===== config.mk =====
export PLATFORM = sky130hd
export DESIGN_NAME = wb_select_stage
export DESIGN_NICKNAME = d
export VERILOG_FILES = /design/src/rtl/cpu_pkg.sv /design/src/rtl/wb_src_decode.sv /design/src/rtl/wb_select_stage.sv
export SDC_FILE = /design/constraint.sdc
export NUM_CORES = 1
export LEC_CHECK = 0
export CORE_AREA = 10 10 173 175
export DETAILED_ROUTE_END_ITERATION = 7
export DIE_AREA = 0 0 183 185
export GPL_TIMING_DRIVEN = 1
export PLACE_DENSITY = 0.66
export SYNTH_ARGS = -nofsm -noshare
export SYNTH_HDL_FRONTEND = slang
export SYNTH_SLANG_ARGS = --single-unit

===== constraint.sdc =====
create_clock -name clk -period 1.9 [get_ports clk]
set_input_delay 0.38 -clock clk [delete_from_list [all_inputs] [get_ports clk]]
set_output_delay 0.38 -clock clk [all_outputs]
set_load 0.01 [all_outputs]

===== src/rtl/cpu_pkg.sv =====
// cpu_pkg: shared skid-buffer state encoding and write-back constant-source defaults.
package cpu_pkg;
  typedef enum logic [1:0] {ST_EMPTY, ST_ONE, ST_FULL} skid_state_e;
  localparam int CONST_VAL_DEF = 227;
  localparam int CONST_IDX_DEF = 8;
endpackage


===== src/rtl/wb_src_decode.sv =====
// wb_src_decode: maps a select code to a source word, the built-in constant, or zero for illegal codes.
module wb_src_decode import cpu_pkg::*; #(
  parameter int WIDTH     = 32,
  parameter int NSRC      = 11,
  parameter int SEL_W     = 4,
  parameter int CONST_VAL = CONST_VAL_DEF,
  parameter int CONST_IDX = CONST_IDX_DEF
) (
  input  logic [SEL_W-1:0]      sel,
  input  logic [NSRC*WIDTH-1:0] src_bus,
  output logic [WIDTH-1:0]      data,
  output logic                  illegal
);
  logic [WIDTH-1:0] cand [2**SEL_W];
  // Codes above the constant slot reach one source lower, since the constant steals a code.
  for (genvar g = 0; g < 2**SEL_W; g++) begin : g_cand
    if (g < CONST_IDX && g < NSRC) begin : g_lo
      assign cand[g] = src_bus[g*WIDTH +: WIDTH];
    end else if (g == CONST_IDX) begin : g_k
      assign cand[g] = WIDTH'(CONST_VAL);
    end else if (g > CONST_IDX && g <= NSRC) begin : g_hi
      assign cand[g] = src_bus[(g-1)*WIDTH +: WIDTH];
    end else begin : g_z
      assign cand[g] = '0;
    end
  end
  assign data    = cand[sel];
  assign illegal = sel > SEL_W'(NSRC);
endmodule


===== src/rtl/wb_select_stage.sv =====
// wb_select_stage: selects a write-back source and passes it through a 2-entry skid buffer
// with registered in_ready, register-0 write suppression and a saturating illegal-select counter.
module wb_select_stage import cpu_pkg::*; #(
  parameter int WIDTH     = 32,
  parameter int NSRC      = 11,
  parameter int SEL_W     = 4,
  parameter int CONST_VAL = CONST_VAL_DEF,
  parameter int CONST_IDX = CONST_IDX_DEF
) (
  input  logic                  clk,
  input  logic                  reset,
  input  logic                  in_valid,
  output logic                  in_ready,
  input  logic [SEL_W-1:0]      sel,
  input  logic [NSRC*WIDTH-1:0] src_bus,
  input  logic [4:0]            in_dst,
  output logic                  out_valid,
  input  logic                  out_ready,
  output logic [WIDTH-1:0]      out_data,
  output logic [4:0]            out_dst,
  output logic                  out_we,
  output logic                  sel_err,
  output logic [7:0]            err_count
);
  skid_state_e      state_q, state_d;
  logic             in_ready_q, in_ready_d;
  logic [WIDTH-1:0] head_data_q, head_data_d, skid_data_q, skid_data_d;
  logic [4:0]       head_dst_q, head_dst_d, skid_dst_q, skid_dst_d;
  logic             sel_err_q, sel_err_d;
  logic [7:0]       err_count_q, err_count_d;
  logic [WIDTH-1:0] sel_data;
  logic             sel_illegal, accept, drain;

  wb_src_decode #(
    .WIDTH(WIDTH), .NSRC(NSRC), .SEL_W(SEL_W), .CONST_VAL(CONST_VAL), .CONST_IDX(CONST_IDX)
  ) u_dec (
    .sel(sel), .src_bus(src_bus), .data(sel_data), .illegal(sel_illegal)
  );

  assign accept    = in_valid && in_ready_q;
  assign out_valid = state_q != ST_EMPTY;
  assign drain     = out_valid && out_ready;
  assign in_ready  = in_ready_q;
  assign out_data  = head_data_q;
  assign out_dst   = head_dst_q;
  assign out_we    = !reset && drain && (head_dst_q != 5'd0);
  assign sel_err   = sel_err_q;
  assign err_count = err_count_q;

  always_comb begin
    state_d     = state_q;
    head_data_d = head_data_q;
    head_dst_d  = head_dst_q;
    skid_data_d = skid_data_q;
    skid_dst_d  = skid_dst_q;
    unique case (state_q)
      ST_EMPTY: if (accept) begin
        state_d     = ST_ONE;
        head_data_d = sel_data;
        head_dst_d  = in_dst;
      end
      ST_ONE: if (accept && drain) begin
        head_data_d = sel_data;
        head_dst_d  = in_dst;
      end else if (accept) begin
        state_d     = ST_FULL;
        skid_data_d = sel_data;
        skid_dst_d  = in_dst;
      end else if (drain) begin
        state_d = ST_EMPTY;
      end
      ST_FULL: if (drain) begin
        state_d     = ST_ONE;
        head_data_d = skid_data_q;
        head_dst_d  = skid_dst_q;
      end
      default: state_d = ST_EMPTY;
    endcase
    in_ready_d  = state_d != ST_FULL;
    sel_err_d   = accept && sel_illegal;
    err_count_d = (sel_err_d && err_count_q != 8'hFF) ? err_count_q + 8'd1 : err_count_q;
  end

  always_ff @(posedge clk) begin
    if (reset) begin
      state_q     <= ST_EMPTY;
      in_ready_q  <= 1'b1;
      head_data_q <= '0;
      head_dst_q  <= '0;
      skid_data_q <= '0;
      skid_dst_q  <= '0;
      sel_err_q   <= 1'b0;
      err_count_q <= '0;
    end else begin
      state_q     <= state_d;
      in_ready_q  <= in_ready_d;
      head_data_q <= head_data_d;
      head_dst_q  <= head_dst_d;
      skid_data_q <= skid_data_d;
      skid_dst_q  <= skid_dst_d;
      sel_err_q   <= sel_err_d;
      err_count_q <= err_count_d;
    end
  end
endmodule


==> impl_metrics.json, run 1 <==
{
  "status": "complete, but fails checks",
  "violations": "setup timing",
  "detailroute.via_count": 7553,
  "layout_common_cells": "clkdlybuf4s50_1, dfxtp_1, mux2i_1, buf_4, nor2_1",
  "cts-root-buf": "clkbuf_16",
  "postSynth.topFlopCell": "dfxtp_1",
  "layout_setup_ws_ps": -8.45,
  "synth.yosys.seq_area_share_pct": 26.4,
  "power_switching_mw": 1.75,
  "first_global_vias": 7912,
  "finalClockSkew_ps": 7.68,
  "boundaryPins": 414,
  "route.detailed.wl_per_inst_um": 24.3,
  "slew_viol_final": 0,
  "r2r-start": "err_count[0]",
  "sequential_cell_fraction_of_total_power_pct": 32.2,
  "worstHoldStart": "in_valid",
  "setup.worst_path.end_class": "output port",
  "rr_endpoint": "err_count[5]",
  "detail_route.wirelength_um": 35700,
  "critical_path.cell_chain": "or4_1, o2111a_1, buf_2",
  "finalHoldViolations": 0,
  "timing.final.crit_share_pct": 100,
  "grt_start_max_net_pins": 64,
  "power_report.internal_total_mw": 4.37,
  "cts_max_path_buffers": 2,
  "critPathRequiredTime_ps": 1520,
  "clock_tree_from_tritoncts": "done",
  "path_class": "reg -> out",
  "cts.sink_count": 86,
  "power_frac_clock_pct": 29.9,
  "tightest_slew_ps": 715,
  "layout-area-overhead-vs-synth_pct": 83.2,
  "die_area_um2": 33900,
  "postPlaceCellArea_um2": 11500,
  "setup_viol_count_final": 1,
  "critical_path.max_fanout": 2,
  "regArea_um2": 1720,
  "yosys_register_bits": 86,
  "start_util_pct": 24.6,
  "reg2regPathDepth": 5,
  "dp_hpwl_um": 29300,
  "synth_warnings": 0,
  "timing.critical_path.arrival_ps": 1530,
  "avgSynthCellArea_um2": 9.62,
  "slew_headroom_pct": 52.4,
  "synth_top_area_share_pct": 26.4,
  "core_area_um2": 26600,
  "cellLeakagePower_nw": 4.44,
  "power.density_nw_per_um2": 512,
  "timing.critical_path.from_type": "flip-flop",
  "antenna_violations_before_repair": 4,
  "switching_share_pct": 28.6,
  "multi_input_comb_area_um2": 4520,
  "gr-usage-all-layers_pct": 19.7,
  "synth_cell_types": 56,
  "detail_route.vias_per_cell": 5.16,
  "p_comb_share_pct": 38.0,
  "die-width_um": 183,
  "fp.dieH_um": 185,
  "vdd_ir_drop_max_v": 0.000474,
  "maxCapViolCount": 0,
  "final_layout_size_suffix_gt1_share_pct": 18.2,
  "first_iter_violations": 484,
  "grt_pass1_wl_um": 50900,
  "drt_first_pass_iters": 4,
  "synth_edf_count": 0,
  "h-tree-depth": 3,
  "drt_drc_violations_left": 0,
  "critical_path.slowest_cell": "or4_1",
  "hold_end": "sel_err",
  "cts_buf_count": 9,
  "clock_insertion_delay_worst_skew_ps": 340,
  "rows": 60,
  "n_fill_cell": 2567,
  "detailedPlace.worstSlack_ps": -645,
  "global_placement_routability_congestion": 0.866,
  "drt.antenna.violating_nets": 0,
  "synth_top_cells_by_area": "dfxtp_1, mux2i_1, mux4_2",
  "layout_commonest_cell": "clkdlybuf4s50_1",
  "timing.fmax_ghz": 0.524,
  "holdCritPathClass": "in -> reg",
  "final_cell_count_no_fill": 1465,
  "async_flop_share_pct": 0,
  "holdPathStages": 3,
  "num-nets-final": 1481,
  "synth_area_leader_cell": "dfxtp_1",
  "r2r_setup_slack_ps": 200,
  "synth.cell_area_um2": 6530,
  "synth.net_count": 1045,
  "total_global_routing_overflow": 0,
  "clkSlewWorstSetupHoldPaths_ps": 70,
  "io_buffers": 413,
  "finish.instance_area_um2": 12000,
  "crit_path_max_incr_delay_ps": 520,
  "post_synth_inst_count": 679,
  "cts.hold.buffers_added": 0,
  "grt_setup_unrepaired": "true",
  "dp_cells": 1437,
  "totalNegativeSetupSlack_ps": -8.45,
  "final_period_minus_worst_setup_slack_ps": 1910
}
flip-flops by register name (all words and copies together) (netlist names):
register     flops
err_count        8
in_ready         1
out_data        32
out_dst          5
sel_err          1
skid_data_q     32
skid_dst_q       5
state_q          2
how the worst max path moves through the flow:
stage / endpoint / start / cells past startpoint / slack [ps]
after CTS: out_we / out_dst[0] / 3 / -30
after floorplan: skid_data_q[27] / sel[1] / 5 / 100
after global routing: out_we / out_dst[2] / 3 / -70
after detailed placement: skid_data_q[20] / sel[2] / 6 / -650
final: out_we / out_dst[2] / 3 / -8
after global placement: skid_data_q[28] / sel[2] / 6 / -640
through the flow:
step / hold WS (ps) / total power, mW / utilization, %
floorplan: 454 / 2.91 / -
global placement: 460 / 4.28 / 43.2
detailed placement: 466 / 4.30 / 43.2
CTS: 478 / 6.14 / 44.6
global route: 487 / 6.40 / 45.0
finish: 472 / 6.13 / 45.0
worst max-delay path, delay by kind of cell, from the launching register on:
kind / cells / cell delay (ps)
buf+inv: 1 / 140
flops: 1 / 300
compound gates: 1 / 230
simple gates: 1 / 520
synth_stat cells (2+ instances only):
cell type,instances
buf_2,26
mux4_2,32
nor4_1,4
nand2_1,14
xnor2_1,3
a311oi_1,5
nor2b_2,2
nor3_1,5
nor2_1,54
o31ai_1,2
inv_1,9
a21oi_1,8
a22oi_1,27
buf_4,5
nor2b_1,3
a221oi_2,18
nand3_1,30
a211oi_1,33
and2_1,27
a2111oi_0,5
o211ai_1,27
nor2_2,2
mux2_2,27
buf_1,4
dfxtp_1,86
a221oi_1,19
buf_6,5
a22o_1,27
nand2b_1,7
mux2i_1,76
nand4_1,27
clkbuf_1,34
or4_1,3
power groups by stage:
stage	registers, mW	clock network [mW]	logic [mW]
6_report	1.97	1.83	2.33
5_1_grt	1.98	1.94	2.48
4_1_cts	1.97	1.86	2.31
3_5_place_dp	2.01	0	2.29
3_3_place_gp	2.01	0	2.28
2_1_floorplan	2.03	0	0.885
what timing repair did:
item,4_1_cts,5_1_grt
gates resized for setup,15,10
endpoints found under the setup margin,61,69
setup buffers,0,5
hold endpoints to repair,0,0
pin swaps,1,4
cloned,2,1
metal layers:
| metal | global-route usage [%] | share of wire, % | up-vias |
|---|---|---|---|
| met3 | 7.09 | 8.7 | 28 |
| met2 | 31.6 | 48 | 295 |
| met1 | 24.6 | 42 | 3648 |
| met5 | 0 | 0 | - |
| li1 | - | - | 3582 |
| met4 | 5.21 | 1.6 | 0 |
layout make-up:
| class | count | share of cell area (%) |
|---|---|---|
| repair buffers | 498 | 41.4 |
| multi-input cells | 511 | 37.7 |
| flip-flops and latches | 86 | 14.4 |
| well taps | 341 | 3.57 |
| clock buffers | 10 | 2.00 |
| clock inverters | 6 | 0.575 |
| inverters | 9 | 0.282 |
| diodes | 4 | 0.0837 |
cell families (layout without fill, tap and decap cells):
family | count (synthesis) | after routing | share of synthesized area, %
buffers and inverters | 84 | 523 | 6.21
adder cells (fa/ha/maj) | 1 | 1 | 0.192
other | 0 | 4 | 0
AND/OR/NAND/NOR | 189 | 191 | 15.4
XOR/XNOR | 4 | 4 | 0.537
flip-flops | 86 | 86 | 26.4
AO/OA/AOI/OAI | 180 | 180 | 23.9
multiplexers | 135 | 135 | 27.3
(Power assumes the default switching activity.)
==> inputs of run 2 (changes only) <==
--- a/config.mk
+++ b/config.mk
@@ -5,9 +5,9 @@
 export SDC_FILE = /design/constraint.sdc
 export NUM_CORES = 1
 export LEC_CHECK = 0
-export CORE_AREA = 10 10 173 175
+export CORE_AREA = 5 5 168 170
 export DETAILED_ROUTE_END_ITERATION = 7
-export DIE_AREA = 0 0 183 185
+export DIE_AREA = 0 0 173 175
 export GPL_TIMING_DRIVEN = 1
 export PLACE_DENSITY = 0.66
 export SYNTH_ARGS = -nofsm -noshare
==> constraint.sdc (replaced) <==
create_clock -name clk -period 1.8 [get_ports clk]
set_input_delay 0.18 -clock clk [delete_from_list [all_inputs] [get_ports clk]]
set_output_delay 0.18 -clock clk [all_outputs]
set_load 0.01 [all_outputs]
==> run 2 against run 1 <==
The flow now finishes without violations. Worst hold slack lost 28 ps. Sequential share of layout area shrank 0.13 points. Clock-buffer cell count grew 3. Via count shrank 0.29%. Die area shrank 11%. Core utilization grew 0.40 points. Largest cell class unchanged. Cell count grew 1.2%. Critical path depth is the same. Sequential power grew 6%.
==> impl_metrics.json, run 2 (synthesis gave the netlist of run 1 again) <==
{
  "status": "finished, final reports clean",
  "detailroute.via_count": 7531,
  "drt.antenna.violating_nets": 0,
  "timing.critical_path.from_type": "flip-flop",
  "timing.critical_path.from": "out_dst[0]",
  "cts-root-buf": "clkbuf_16",
  "final_cell_count_no_fill": 1483,
  "dp_hpwl_um": 26800,
  "crit_path_max_incr_delay_ps": 520,
  "setup_viol_count_final": 0,
  "totalNegativeSetupSlack_ps": 0,
  "drt_drc_violations_left": 0,
  "critical_path.cell_chain": "or4_1, o2111a_1, buf_2",
  "die_area_um2": 30300,
  "finalClockSkew_ps": 4.32,
  "reg2regPathDepth": 6,
  "worstHoldStart": "reset",
  "layout_commonest_cell": "clkdlybuf4s50_1",
  "layout-area-overhead-vs-synth_pct": 84.8,
  "vdd_ir_drop_max_v": 0.000367,
  "grt_start_max_net_pins": 65,
  "boundaryPins": 414,
  "critical_path.slowest_cell": "or4_1",
  "slew_viol_final": 0,
  "setup.worst_path.end_class": "output port",
  "slew_headroom_pct": 54.6,
  "regArea_um2": 1720,
  "cellLeakagePower_nw": 4.50,
  "route.detailed.wl_per_inst_um": 22.0,
  "clkSlewWorstSetupHoldPaths_ps": 60,
  "n_fill_cell": 2606,
  "critPathRequiredTime_ps": 1620,
  "holdCritPathClass": "in -> reg",
  "timing.final.crit_share_pct": 95.4,
  "final_layout_size_suffix_gt1_share_pct": 18.9,
  "die-width_um": 173,
  "finalHoldViolations": 0,
  "tightest_slew_ps": 681,
  "power.density_nw_per_um2": 535,
  "gr-usage-all-layers_pct": 19.8,
  "path_class": "reg -> out",
  "cts.sink_count": 86,
  "num-nets-final": 1499,
  "drt_first_pass_iters": 5,
  "detail_route.wirelength_um": 32600,
  "timing.hold.ws_ps": 443,
  "fp.dieH_um": 175,
  "holdPathStages": 5,
  "core_area_um2": 26600,
  "grt_setup_unrepaired": "false",
  "start_util_pct": 24.6,
  "maxCapViolCount": 0,
  "first_iter_violations": 523,
  "rows": 60,
  "r2r-start": "in_ready",
  "io_buffers": 413,
  "layout_common_cells": "clkdlybuf4s50_1, buf_4, dfxtp_1, mux2i_1, nor2_1",
  "detail_route.vias_per_cell": 5.08,
  "timing.critical_path.arrival_ps": 1540,
  "dp_cells": 1460,
  "antenna_violations_before_repair": 5,
  "cts_buf_count": 9,
  "grt_pass1_wl_um": 47100,
  "cts_max_path_buffers": 2,
  "global_placement_routability_congestion": 0.856,
  "clock_tree_from_tritoncts": "done",
  "h-tree-depth": 3,
  "clock_insertion_delay_worst_skew_ps": 340,
  "final_period_minus_worst_setup_slack_ps": 1720,
  "multi_input_comb_area_um2": 4440,
  "timing.fmax_ghz": 0.582,
  "first_global_vias": 7708,
  "total_global_routing_overflow": 0,
  "cts.hold.buffers_added": 0,
  "critical_path.max_fanout": 2
}
run 2: changes by cell type in the layout (fill, tap and decap cells not counted), moves of 3 or more:
cell | previous run | this run
buf_12 | 13 | 16
a2111oi_0 | 2 | 5
a221oi_2 | 22 | 18
a221oi_1 | 15 | 19
buf_4 | 71 | 88
a2111oi_1 | 3 | 0
clkdlybuf4s50_1 | 405 | 408
run 2: worst paths after layout:
| check | end | slack, ps |
|---|---|---|
| min | out_data[4] | 440 |
| max reg2reg | skid_data_q[14] | 90 |
| max | out_we | 80 |
| min reg2reg | out_dst[3] | 480 |
run 2: worst max-delay path, delay by kind of cell, from the launching register on:
kind	cells	cell delay, ps
and+or+nand+nor	1	520
buffers and inverters	1	140
DFF	1	310
AOI/OAI and AO/OA	1	240
run 2: stage by stage:
step | power (mW) | worst slack (ps) | area [um^2] | util [%]
floorplan | 3.08 | 134 | 6530 | -
global placement | 4.57 | -214 | 11700 | 44.1
detailed placement | 4.59 | -238 | 11700 | 44.1
CTS | 6.51 | 17.7 | 12000 | 45.2
global route | 6.75 | 0.932 | 12100 | 45.4
finish | 6.45 | 82.3 | 12100 | 45.4
run 2: power breakdown:
part           switching (mW)  internal (mW)
Combinational           0.949           1.52
Sequential             0.0622           2.02
Clock                   0.759           1.15
run 2: repair_timing:
item / in CTS / in global routing
gates cloned: 0 / 1
pin swaps: 0 / 1
buffers inserted: 0 / 2
setup endpoints to repair: 2 / 28
gates resized for setup: 5 / 2
run 2: cell type report:
class                           count  area share, %
Timing Repair Buffer              518           42.5
Multi-Input combinational cell    509           36.8
Clock buffer                       13           2.16
Inverter                            9          0.280
Tap cell                          341           3.54
Antenna cell                        4         0.0829
Sequential cell                    86           14.3
Clock inverter                      3          0.353
run 2: metal layers:
metal	vias up	part of all wire (%)	GRT usage (%)
li1	3614	-	-
met1	3592	43	26.0
met2	293	50	33.3
met3	30	5.9	3.92
met4	2	1.5	5.42
met5	-	0.040	0
==> inputs of run 3 (changes only) <==
--- a/config.mk
+++ b/config.mk
@@ -5,9 +5,9 @@
 export SDC_FILE = /design/constraint.sdc
 export NUM_CORES = 1
 export LEC_CHECK = 0
-export CORE_AREA = 5 5 168 170
+export CORE_AREA = 2 2 165 167
 export DETAILED_ROUTE_END_ITERATION = 7
-export DIE_AREA = 0 0 173 175
+export DIE_AREA = 0 0 167 169
 export GPL_TIMING_DRIVEN = 1
 export PLACE_DENSITY = 0.66
 export SYNTH_ARGS = -nofsm -noshare
==> run 3 against run 2 <==
Combinational power is 4% lower. Worst hold slack got worse by 38 ps. Core utilization decreased by 0.94 points. Sequential share of layout area grew 0.34 points. Critical path type is now reg -> reg. Clock power shrank 3%. Sequential power hardly changed. Critical endpoint is now out_data[1]. Clock skew is 7.4 ps higher. Fmax down 0.41%. Sequential cell count is the same. Largest power group unchanged.
==> impl_metrics.json, run 3 (synthesis gave the netlist of run 1 again) <==
{
  "cts_buf_count": 9,
  "die-width_um": 167,
  "vdd_ir_drop_max_v": 0.000404,
  "sequential_cell_fraction_of_total_power_pct": 32.9,
  "critical_path.max_fanout": 15,
  "critical_path.cell_chain": "nor2b_2, o31a_1, buf_4, nor3_1, nor4_1",
  "die_area_um2": 28200,
  "setup_viol_count_final": 0,
  "clkSlewWorstSetupHoldPaths_ps": 70,
  "layout_setup_ws_ps": 75.2,
  "h-tree-depth": 3,
  "start_util_pct": 24.6,
  "gr-max-usage-layer": "met2",
  "finalHoldViolations": 0,
  "status": "finished, final reports clean",
  "power.density_nw_per_um2": 536,
  "setup.worst_path.end_class": "flip-flop",
  "final_period_minus_worst_setup_slack_ps": 1720,
  "worstSetupPathDepth": 5,
  "reg2regPathDepth": 5,
  "rr_endpoint": "out_data[1]",
  "drt_drc_violations_left": 0,
  "finish.utilization_pct": 44.5,
  "cts.sink_count": 86,
  "detailedPlace.worstSlack_ps": -554,
  "timing.final.crit_share_pct": 95.8,
  "boundaryPins": 414,
  "finalClockSkew_ps": 11.7,
  "layout_commonest_cell": "clkdlybuf4s50_1",
  "critPathRequiredTime_ps": 2050,
  "num-nets-final": 1468,
  "dp_hpwl_um": 25700,
  "met2_track_usage_gr_pct": 34.9,
  "clock_insertion_delay_worst_skew_ps": 350,
  "timing.fmax_ghz": 0.580,
  "slew_headroom_pct": 49.8,
  "timing.critical_path.from": "state_q[0]",
  "layout-area-overhead-vs-synth_pct": 80.5,
  "timing.critical_path.arrival_ps": 1970,
  "gr-usage-met3_pct": 4.09,
  "switching_share_pct": 29.7,
  "drt_first_pass_iters": 5,
  "cts_max_path_buffers": 2,
  "tightest_slew_ps": 753,
  "crit_end": "out_data[1]",
  "first_iter_violations": 557,
  "cp.buffers_inverters": 1,
  "total_global_routing_overflow": 0,
  "cellLeakagePower_nw": 4.33,
  "grt_start_max_net_pins": 65,
  "cts-root-buf": "clkbuf_16",
  "p_comb_share_pct": 37.7,
  "first_global_vias": 7564,
  "power_report.internal_total_mw": 4.44,
  "critical_path.slowest_cell": "dfxtp_1",
  "critical-path-top-delay-family": "simple AND/OR/NAND/NOR gates",
  "finish.instance_area_um2": 11800,
  "crit_path_max_incr_delay_ps": 410,
  "slew_viol_final": 0,
  "detail_route.wirelength_um": 32900,
  "path_class": "reg -> reg",
  "power_frac_clock_pct": 29.4,
  "rows": 60,
  "global_placement_routability_congestion": 0.860,
  "grt_setup_unrepaired": "true",
  "timing.critical_path.from_type": "flip-flop",
  "layout_common_cells": "clkdlybuf4s50_1, dfxtp_1, mux2i_1, buf_4, nor2_1",
  "power_mw": 6.32,
  "totalNegativeSetupSlack_ps": 0,
  "grt_pass1_wl_um": 47100,
  "r2r_setup_slack_ps": 80,
  "detailroute.via_count": 7606,
  "holdCritPathClass": "in -> reg",
  "power_switching_mw": 1.88,
  "core_area_um2": 26500,
  "route.detailed.wl_per_inst_um": 22.6,
  "n_fill_cell": 2555,
  "gr-usage-all-layers_pct": 21.9,
  "postPlaceCellArea_um2": 11400,
  "maxCapViolCount": 0,
  "r2r-start": "state_q[0]",
  "fp.dieH_um": 169,
  "detail_route.vias_per_cell": 5.23,
  "drt.antenna.violating_nets": 0,
  "antenna_violations_before_repair": 6,
  "met1_usage_pct": 30.1,
  "io_buffers": 413,
  "clock_tree_from_tritoncts": "done",
  "final_layout_size_suffix_gt1_share_pct": 16.9
}
run 3: worst min path at each step:
stage                             start          end  slack, ps  depth (start not counted)
after detailed placement  skid_dst_q[2]   out_dst[2]        470                          2
final                             reset  out_data[3]        410                          5
after CTS                     in_dst[0]   out_dst[0]        440                          3
after global placement    skid_dst_q[2]   out_dst[2]        460                          2
after global routing              reset  out_data[4]        420                          5
after floorplan               out_ready     in_ready        300                          1
run 3: per-stage QoR:
| step | cells | hold slack [ps] |
|---|---|---|
| after CTS | 1442 | 438 |
| after detailed placement | 1425 | 469 |
| after floorplan | 679 | 298 |
| after global placement | 1425 | 459 |
| after global routing | 1452 | 425 |
| final | 1453 | 405 |
run 3: area by class of cell:
| type | instances | area [um^2] | area share (%) |
|---|---|---|---|
| Inverter | 9 | 33.8 | 0.287 |
| Sequential cell | 86 | 1720 | 14.6 |
| Clock buffer | 10 | 239 | 2.03 |
| Timing Repair Buffer | 485 | 4820 | 40.9 |
| Multi-Input combinational cell | 511 | 4480 | 38.0 |
| Tap cell | 341 | 427 | 3.62 |
| Antenna cell | 5 | 12.5 | 0.106 |
| Clock inverter | 6 | 51.3 | 0.435 |
run 3: timing repair:
action,4_1_cts,5_1_grt
hold buffers,0,0
cloned,1,2
setup endpoints to repair,28,54
gates resized for setup,7,9
pin swaps,0,3
setup buffers,0,4
run 3: per-layer routing:
metal / up-vias / wire length [um]
met5: - / 26
met4: 4 / 578
met3: 37 / 1740
met2: 295 / 15700
met1: 3705 / 14900
li1: 3565 / -
run 3: power groups by stage:
| stage | sequential, mW | combinational [mW] | clock, mW |
|---|---|---|---|
| after floorplan | 2.14 | 0.934 | 0 |
| after global placement | 2.12 | 2.35 | 0 |
| after detailed placement | 2.12 | 2.36 | 0 |
| after CTS | 2.08 | 2.37 | 1.89 |
| after global routing | 2.09 | 2.54 | 1.96 |
| final | 2.08 | 2.38 | 1.86 |
run 3: worst reg2reg max path, stage by stage, from the launching register on:
cell,delay [ps]
dfxtp_1,410
nor2b_2,250
o31a_1,360
buf_4,310
nor3_1,80
nor4_1,230
